===== src/rtl/riscv_pkg.sv =====
// riscv_pkg: RV32I opcode constants, ALU/branch operation encodings and the
// decoded-instruction record shared by decode_logic and decode_stage.
package riscv_pkg;

  localparam logic [6:0] OPC_LUI    = 7'b0110111;
  localparam logic [6:0] OPC_AUIPC  = 7'b0010111;
  localparam logic [6:0] OPC_JAL    = 7'b1101111;
  localparam logic [6:0] OPC_JALR   = 7'b1100111;
  localparam logic [6:0] OPC_BRANCH = 7'b1100011;
  localparam logic [6:0] OPC_LOAD   = 7'b0000011;
  localparam logic [6:0] OPC_STORE  = 7'b0100011;
  localparam logic [6:0] OPC_OPIMM  = 7'b0010011;
  localparam logic [6:0] OPC_OP     = 7'b0110011;

  localparam logic [6:0] F7_BASE = 7'b0000000;
  localparam logic [6:0] F7_ALT  = 7'b0100000;

  typedef enum logic [3:0] {
    ALU_ADD   = 4'd0,
    ALU_SUB   = 4'd1,
    ALU_SLL   = 4'd2,
    ALU_SLT   = 4'd3,
    ALU_SLTU  = 4'd4,
    ALU_XOR   = 4'd5,
    ALU_SRL   = 4'd6,
    ALU_SRA   = 4'd7,
    ALU_OR    = 4'd8,
    ALU_AND   = 4'd9,
    ALU_PASSB = 4'd10
  } alu_op_e;

  // Branch encodings reuse the BRANCH funct3 values; 010/011 are reserved
  // funct3 codes, so they are free to mark jumps and "no transfer".
  typedef enum logic [2:0] {
    BRC_BEQ  = 3'b000,
    BRC_BNE  = 3'b001,
    BRC_JUMP = 3'b010,
    BRC_NONE = 3'b011,
    BRC_BLT  = 3'b100,
    BRC_BGE  = 3'b101,
    BRC_BLTU = 3'b110,
    BRC_BGEU = 3'b111
  } brc_op_e;

  // Decoded fields that do not depend on the stage parameters; the
  // XLEN-wide immediate and the PC/tag sideband travel beside this record.
  typedef struct packed {
    logic [4:0] rs1;
    logic [4:0] rs2;
    logic [4:0] rd;
    alu_op_e    alu_op;
    brc_op_e    brc_op;
    logic       ch_op1;
    logic       ch_op2;
    logic       we;
    logic [1:0] mem;
    logic       illegal;
  } decoded_t;

  localparam decoded_t DECODED_RESET = '{
    rs1: 5'd0, rs2: 5'd0, rd: 5'd0,
    alu_op: ALU_ADD, brc_op: BRC_NONE,
    ch_op1: 1'b0, ch_op2: 1'b0, we: 1'b0,
    mem: 2'b00, illegal: 1'b0
  };

  // Shared funct3 -> ALU mapping; alt selects SUB/SRA where funct7 bit 30 applies.
  function automatic alu_op_e alu_from_funct3(input logic [2:0] f3, input logic alt);
    alu_op_e op;
    op = ALU_ADD;
    case (f3)
      3'b000:  op = alt ? ALU_SUB : ALU_ADD;
      3'b001:  op = ALU_SLL;
      3'b010:  op = ALU_SLT;
      3'b011:  op = ALU_SLTU;
      3'b100:  op = ALU_XOR;
      3'b101:  op = alt ? ALU_SRA : ALU_SRL;
      3'b110:  op = ALU_OR;
      default: op = ALU_AND;
    endcase
    return op;
  endfunction

endpackage


===== src/rtl/decode_logic.sv =====
// decode_logic: purely combinational RV32I instruction decoder producing the
// decoded_t record plus an immediate sign-extended to XLEN bits.
module decode_logic
  import riscv_pkg::*;
#(
  parameter int XLEN = 32
) (
  input  logic [31:0]     instr,
  output decoded_t        dec,
  output logic [XLEN-1:0] imm
);

  logic [6:0]  opcode;
  logic [2:0]  funct3;
  logic [6:0]  funct7;
  logic [31:0] imm_raw;
  logic        illegal;
  logic        write_rd;
  logic        op_alt;

  assign opcode = instr[6:0];
  assign funct3 = instr[14:12];
  assign funct7 = instr[31:25];

  // Per-opcode control, legality and immediate format selection.
  always_comb begin
    dec        = DECODED_RESET;
    dec.rs1    = instr[19:15];
    dec.rs2    = instr[24:20];
    dec.rd     = instr[11:7];
    imm_raw    = 32'd0;
    illegal    = 1'b0;
    write_rd   = 1'b0;
    op_alt     = 1'b0;
    case (opcode)
      OPC_LUI: begin
        dec.alu_op = ALU_PASSB;
        dec.ch_op2 = 1'b1;
        write_rd   = 1'b1;
        imm_raw    = {instr[31:12], 12'b0};
      end
      OPC_AUIPC: begin
        dec.alu_op = ALU_ADD;
        dec.ch_op1 = 1'b1;
        dec.ch_op2 = 1'b1;
        write_rd   = 1'b1;
        imm_raw    = {instr[31:12], 12'b0};
      end
      OPC_JAL: begin
        dec.alu_op = ALU_ADD;
        dec.ch_op1 = 1'b1;
        dec.ch_op2 = 1'b1;
        dec.brc_op = BRC_JUMP;
        write_rd   = 1'b1;
        imm_raw    = {{12{instr[31]}}, instr[19:12], instr[20], instr[30:21], 1'b0};
      end
      OPC_JALR: begin
        dec.alu_op = ALU_ADD;
        dec.ch_op2 = 1'b1;
        dec.brc_op = BRC_JUMP;
        write_rd   = 1'b1;
        illegal    = (funct3 != 3'b000);
        imm_raw    = {{20{instr[31]}}, instr[31:20]};
      end
      OPC_BRANCH: begin
        dec.alu_op = ALU_SUB;
        dec.brc_op = brc_op_e'(funct3);
        illegal    = (funct3[2:1] == 2'b01);
        imm_raw    = {{20{instr[31]}}, instr[7], instr[30:25], instr[11:8], 1'b0};
      end
      OPC_LOAD: begin
        dec.alu_op = ALU_ADD;
        dec.ch_op2 = 1'b1;
        dec.mem    = 2'b01;
        write_rd   = 1'b1;
        illegal    = (funct3 == 3'b011) || (funct3[2:1] == 2'b11);
        imm_raw    = {{20{instr[31]}}, instr[31:20]};
      end
      OPC_STORE: begin
        dec.alu_op = ALU_ADD;
        dec.ch_op2 = 1'b1;
        dec.mem    = 2'b10;
        illegal    = funct3[2] || (funct3 == 3'b011);
        imm_raw    = {{20{instr[31]}}, instr[31:25], instr[11:7]};
      end
      OPC_OPIMM: begin
        dec.ch_op2 = 1'b1;
        write_rd   = 1'b1;
        imm_raw    = {{20{instr[31]}}, instr[31:20]};
        case (funct3)
          3'b001: begin
            dec.alu_op = ALU_SLL;
            illegal    = (funct7 != F7_BASE);
          end
          3'b101: begin
            dec.alu_op = instr[30] ? ALU_SRA : ALU_SRL;
            illegal    = (funct7 != F7_BASE) && (funct7 != F7_ALT);
          end
          default: dec.alu_op = alu_from_funct3(funct3, 1'b0);
        endcase
      end
      OPC_OP: begin
        write_rd   = 1'b1;
        op_alt     = (funct7 == F7_ALT);
        illegal    = !((funct7 == F7_BASE) ||
                       (op_alt && ((funct3 == 3'b000) || (funct3 == 3'b101))));
        dec.alu_op = alu_from_funct3(funct3, op_alt);
      end
      default: illegal = 1'b1;
    endcase
    if (illegal) begin
      dec.alu_op = ALU_ADD;
      dec.brc_op = BRC_NONE;
      dec.ch_op1 = 1'b0;
      dec.ch_op2 = 1'b0;
      dec.mem    = 2'b00;
      imm_raw    = 32'd0;
    end
    dec.illegal = illegal;
    dec.we      = write_rd && (instr[11:7] != 5'd0) && !illegal;
  end

  assign imm = XLEN'($signed(imm_raw));

endmodule


===== src/rtl/decode_stage.sv =====
// decode_stage: registered RV32I decode stage with a 2-entry skid buffer
// (main register M drives the outputs, skid register S absorbs one extra
// entry so in_ready can be a registered signal). Optional performance
// counters are enabled by defining DECODE_PERF_CNT_EN.
module decode_stage
  import riscv_pkg::*;
#(
  parameter int XLEN  = 32,
  parameter int PC_W  = 32,
  parameter int TAG_W = 4
) (
  input  logic             clk,
  input  logic             reset_n,
  input  logic             flush,
  input  logic             in_valid,
  output logic             in_ready,
  input  logic [31:0]      in_instr,
  input  logic [PC_W-1:0]  in_pc,
  input  logic [TAG_W-1:0] in_tag,
  output logic             out_valid,
  input  logic             out_ready,
  output logic [PC_W-1:0]  out_pc,
  output logic [TAG_W-1:0] out_tag,
  output logic [4:0]       out_rs1,
  output logic [4:0]       out_rs2,
  output logic [4:0]       out_rd,
  output logic [XLEN-1:0]  out_imm,
  output logic [3:0]       out_alu_op,
  output logic [2:0]       out_brc_op,
  output logic             out_ch_op1,
  output logic             out_ch_op2,
  output logic             out_we,
  output logic [1:0]       out_mem,
  output logic             out_illegal
`ifdef DECODE_PERF_CNT_EN
  ,
  output logic [31:0]      cnt_instr,
  output logic [31:0]      cnt_illegal
`endif
);

  typedef struct packed {
    decoded_t               dec;
    logic [XLEN-1:0]        imm;
    logic [PC_W-1:0]        pc;
    logic [TAG_W-1:0]       tag;
  } entry_t;

  localparam entry_t ENTRY_RESET = '{dec: DECODED_RESET, imm: '0, pc: '0, tag: '0};

  decoded_t        dec_w;
  logic [XLEN-1:0] imm_w;
  entry_t          new_entry;
  entry_t          m_entry;
  entry_t          s_entry;
  logic            m_valid;
  logic            s_valid;
  logic            in_fire;
  logic            out_fire;

  decode_logic #(.XLEN(XLEN)) u_decode (
    .instr (in_instr),
    .dec   (dec_w),
    .imm   (imm_w)
  );

  assign new_entry = {dec_w, imm_w, in_pc, in_tag};

  // in_ready comes straight from the skid-full flop, so it never depends on out_ready.
  assign in_ready  = !s_valid;
  assign out_valid = m_valid;
  assign in_fire   = in_valid && in_ready;
  assign out_fire  = m_valid && out_ready;

  // Skid buffer: flush wins over any handshake; S refills M on an out-accept.
  always_ff @(posedge clk or negedge reset_n) begin
    if (!reset_n) begin
      m_entry <= ENTRY_RESET;
      s_entry <= ENTRY_RESET;
      m_valid <= 1'b0;
      s_valid <= 1'b0;
    end else if (flush) begin
      m_entry <= ENTRY_RESET;
      s_entry <= ENTRY_RESET;
      m_valid <= 1'b0;
      s_valid <= 1'b0;
    end else if (out_fire) begin
      if (s_valid) begin
        m_entry <= s_entry;
        s_valid <= 1'b0;
      end else if (in_fire) begin
        m_entry <= new_entry;
      end else begin
        m_valid <= 1'b0;
      end
    end else if (in_fire) begin
      if (m_valid) begin
        s_entry <= new_entry;
        s_valid <= 1'b1;
      end else begin
        m_entry <= new_entry;
        m_valid <= 1'b1;
      end
    end
  end

  assign out_pc      = m_entry.pc;
  assign out_tag     = m_entry.tag;
  assign out_rs1     = m_entry.dec.rs1;
  assign out_rs2     = m_entry.dec.rs2;
  assign out_rd      = m_entry.dec.rd;
  assign out_imm     = m_entry.imm;
  assign out_alu_op  = m_entry.dec.alu_op;
  assign out_brc_op  = m_entry.dec.brc_op;
  assign out_ch_op1  = m_entry.dec.ch_op1;
  assign out_ch_op2  = m_entry.dec.ch_op2;
  assign out_we      = m_entry.dec.we;
  assign out_mem     = m_entry.dec.mem;
  assign out_illegal = m_entry.dec.illegal;

`ifdef DECODE_PERF_CNT_EN
  // Count out-accepts (and illegal ones) that are not cancelled by flush.
  always_ff @(posedge clk or negedge reset_n) begin
    if (!reset_n) begin
      cnt_instr   <= 32'd0;
      cnt_illegal <= 32'd0;
    end else if (out_fire && !flush) begin
      cnt_instr <= cnt_instr + 32'd1;
      if (m_entry.dec.illegal) begin
        cnt_illegal <= cnt_illegal + 32'd1;
      end
    end
  end
`endif

endmodule


===== config.mk =====
export PLATFORM = sky130hd
export DESIGN_NAME = decode_stage
export DESIGN_NICKNAME = d
export VERILOG_FILES = /design/src/rtl/riscv_pkg.sv /design/src/rtl/decode_logic.sv /design/src/rtl/decode_stage.sv
export SDC_FILE = /design/constraint.sdc
export NUM_CORES = 1
export LEC_CHECK = 0
export BUFFER_PORTS_ARGS = -buffer_cell sky130_fd_sc_hd__buf_2
export CORE_AREA = 2 2 137 172
export DETAILED_ROUTE_END_ITERATION = 6
export DIE_AREA = 0 0 139 174
export PLACE_DENSITY = 0.66
export SYNTH_ARGS = -nofsm -noshare
export SYNTH_HDL_FRONTEND = slang
export SYNTH_HIERARCHICAL = 1
export SYNTH_SLANG_ARGS = --single-unit

===== constraint.sdc =====
create_clock -name clk -period 2.75 [get_ports clk]
set_input_delay 0.1375 -clock clk [delete_from_list [all_inputs] [get_ports clk]]
set_output_delay 0.1375 -clock clk [all_outputs]
set_load 0.01 [all_outputs]

==> results.md <==
* First-pass GRT wire length at ~46000 um
* TritonCTS Buffers at 17
* Final min period at 2.13 ns
* Share of the synthesized area in the top cell type at between 40% and 50%
* Row count at between 60 and 70
* Worst vdd ir at between 0.4 and 0.5 mV
* Part of the Yosys area used for sequential elements at 48.4%
* GRT Max-Usage Layer: met2
* Setup repair after global routing missed its margin: no
* Syn. warnings at 6
* Die height at between 150 and 200 um
* Gr usage total at between 20% and 30%
* PwrDens at about 580 nW/um^2
* Worst skew pair latency at 0.44 ns
* Critical path launch point type: input pin
* Pins Over Slew Limit at 0
* Post-route DRC at 0
* HPWL Detailed at around 18000 um
* Sequential cell area at 4860 sq um
* Slew margin rel. at roughly 50%
* WL final at 28500 um
* Layout cells sized above 1 at around a third
* Clock-pin slew on the worst setup and hold paths at 0.07 ns
* CTS max path bufs at 2
* Placed instance area at roughly 11000 sq um
* DR WL/cell at between 20 and 25 um
* DIE AREA at 24200 sq um
* Max Clock Skew at a little under 0.01 ns
* CP arrival at 2.47 ns
* DRT iter0 DRCs at 566
* Die W at ~140 um
* Synth top area cells: dfrtp_1, o32ai_1, mux2_2
* DRT Pass-1 Iters at 5
* Layout area overhead at 16.1%
* Synth area leader: dfrtp_1
* Grt ovf at 0
* Grt met3 use at 4.77%
* Kind of end point of the critical path: flip-flop
* Routability cong. at about 0.88
* Outcome: finished, final reports clean
* I/O Pins at roughly 170
* Fin util at 51.5%
* Setup Viol. Count Final at 0
* Least-Margin Pin Slew at ~0.76 ns
* Most common cell in the synthesized netlist: dfrtp_1
* WP data required at just over 3 ns
* Period utilisation layout at around 77%
* R2r setup slk at ~0.77 ns
* Antenna viol nets, final at 0
* Vias in the first global route at roughly 8000
* Via/cell ratio at about 6
* Tightest Hold Check Type: input pin to flip-flop
* Fin area at around 12000 sq um
* WHS at between 0.06 and 0.07 ns
* Synth Area per Inst at ~10 sq um
* Max_cap viols at 0
* Fin. Hold Viols at 0
* Synth Flop Type: dfrtp_1
* TritonCTS clock tree: done
* Post-synth ARST share at between 90% and 100%
* M1 GR Usage at 32.1%
* CTS root buf: clkbuf_16
* LEAKAGE at between 5 and 6 nW
* Largest net degree at the start of global routing at between 100 and 150
* CTS sink count at 194
* Fmax at 471 MHz
* Yosys reg bits at approximately 190
* Netlist cell types at between 50 and 60
* Commonest cells in the synthesized netlist: dfrtp_1, a21oi_1, nor3_1, nor2b_1, o32ai_1
* Post-synth EDFFs at 0
* Total chip power at 6.72 mW
* Synthesized netlist net count at slightly above 1000
* Critical path class: input pin to flip-flop
* Fill cells at roughly 2100
* Nets at ~1100
* Core box area at roughly 23000 sq um
* Cells after synthesis at around 960
* Initial antenna violation count at 0
* I/O Buffers at 170
* Area of the mapped netlist at 10000 sq um
* H-tree levels at 4
* Met2 Resource Use GR at a little under two fifths
* Final setup TNS at 0 ns
* Initial core utilization at ~44%
* Setup Fix Bufs, Post-CTS at 0
* Worst-path maximum fanout at 17
* Multi-input logic area at approximately 4600 sq um
* Via count at slightly above 8000
[cell type report]
cell class / instances / area share (%)
clock inverters: 11 / 0.891
repair buffers: 202 / 10.4
diodes: 1 / 0.0215
multi-input cells: 649 / 39.7
flip-flops and latches: 194 / 41.7
clock buffers: 21 / 4.04
inverters: 6 / 0.193
well taps: 288 / 3.09
[state kept, by name, indices dropped and copies added (netlist names)]
signal	cells
s_valid	1
out_alu_op	4
out_imm	32
out_rd	5
out_valid	1
out_mem	2
out_ch_op2	1
out_ch_op1	1
out_brc_op	3
out_pc	32
out_rs2	5
out_we	1
out_tag	4
out_illegal	1
s_entry	96
out_rs1	5
[routing by layer]
layer	part of all wire, %	up-vias	wire length, um
met5	0	-	0
met1	44	4124	12400
li1	-	3766	-
met4	2.8	0	807
met3	5.3	32	1500
met2	48	271	13800
[cell usage in the layout (no fill, tap or decap), types with 23 or more instances in the layout]
cell,instances
buf_2,168
nor2b_1,95
nand2_1,37
nor2_1,23
nor3_1,99
a21oi_1,122
mux2_2,56
mux2_4,37
o32ai_1,96
dfrtp_1,190
[logic make-up after synthesis]
group / Yosys count / share of synthesized area, %
compound gates: 260 / 17.8
buf+inv: 121 / 5.87
flops: 194 / 48.4
mux: 94 / 11.9
simple gates: 295 / 16.0
[stage by stage]
stage / cells / setup slack, ns
after floorplan: 964 / 0.693
after global placement: 1337 / 0.252
after detailed placement: 1337 / 0.262
after CTS: 1371 / 0.700
after global routing: 1371 / 0.361
final: 1372 / 0.625
[power by group]
group,leakage [nW],switching [mW],internal (mW)
clock network,0.280,1.12,1.33
logic,2.44,0.660,0.452
registers,2.56,0.107,3.04
[worst paths after layout]
kind	start	end	cells past startpoint
min in group asynchronous	reset_n	out_pc[5]$_DFFE_PN0P_	2
max in group asynchronous	reset_n	s_entry[31]$_DFFE_PN0P_	3
setup / recovery	in_instr[2]	out_ch_op2$_DFFE_PN0P_	8
setup reg to reg	out_valid$_DFFE_PN0P_	s_entry[44]$_DFFE_PN0P_	4
hold reg to reg	s_entry[75]$_DFFE_PN1P_	s_entry[75]$_DFFE_PN1P_	2
hold / removal	in_tag[3]	s_entry[3]$_DFFE_PN0P_	3
[repair_timing]
item	4_1_cts	5_1_grt
gates resized for setup	0	0
hold buffers	2	0
endpoints found under the hold margin	53	0
[worst max-delay path, cell delays in order]
cell	delay, ns
buf_2	0.27
and2b_1	0.25
nand3_2	0.18
a2111oi_4	0.55
nand3_2	0.39
a211oi_1	0.36
o32ai_1	0.14
nor3_1	0.19
No activity file was read; power rests on OpenSTA's default activity.
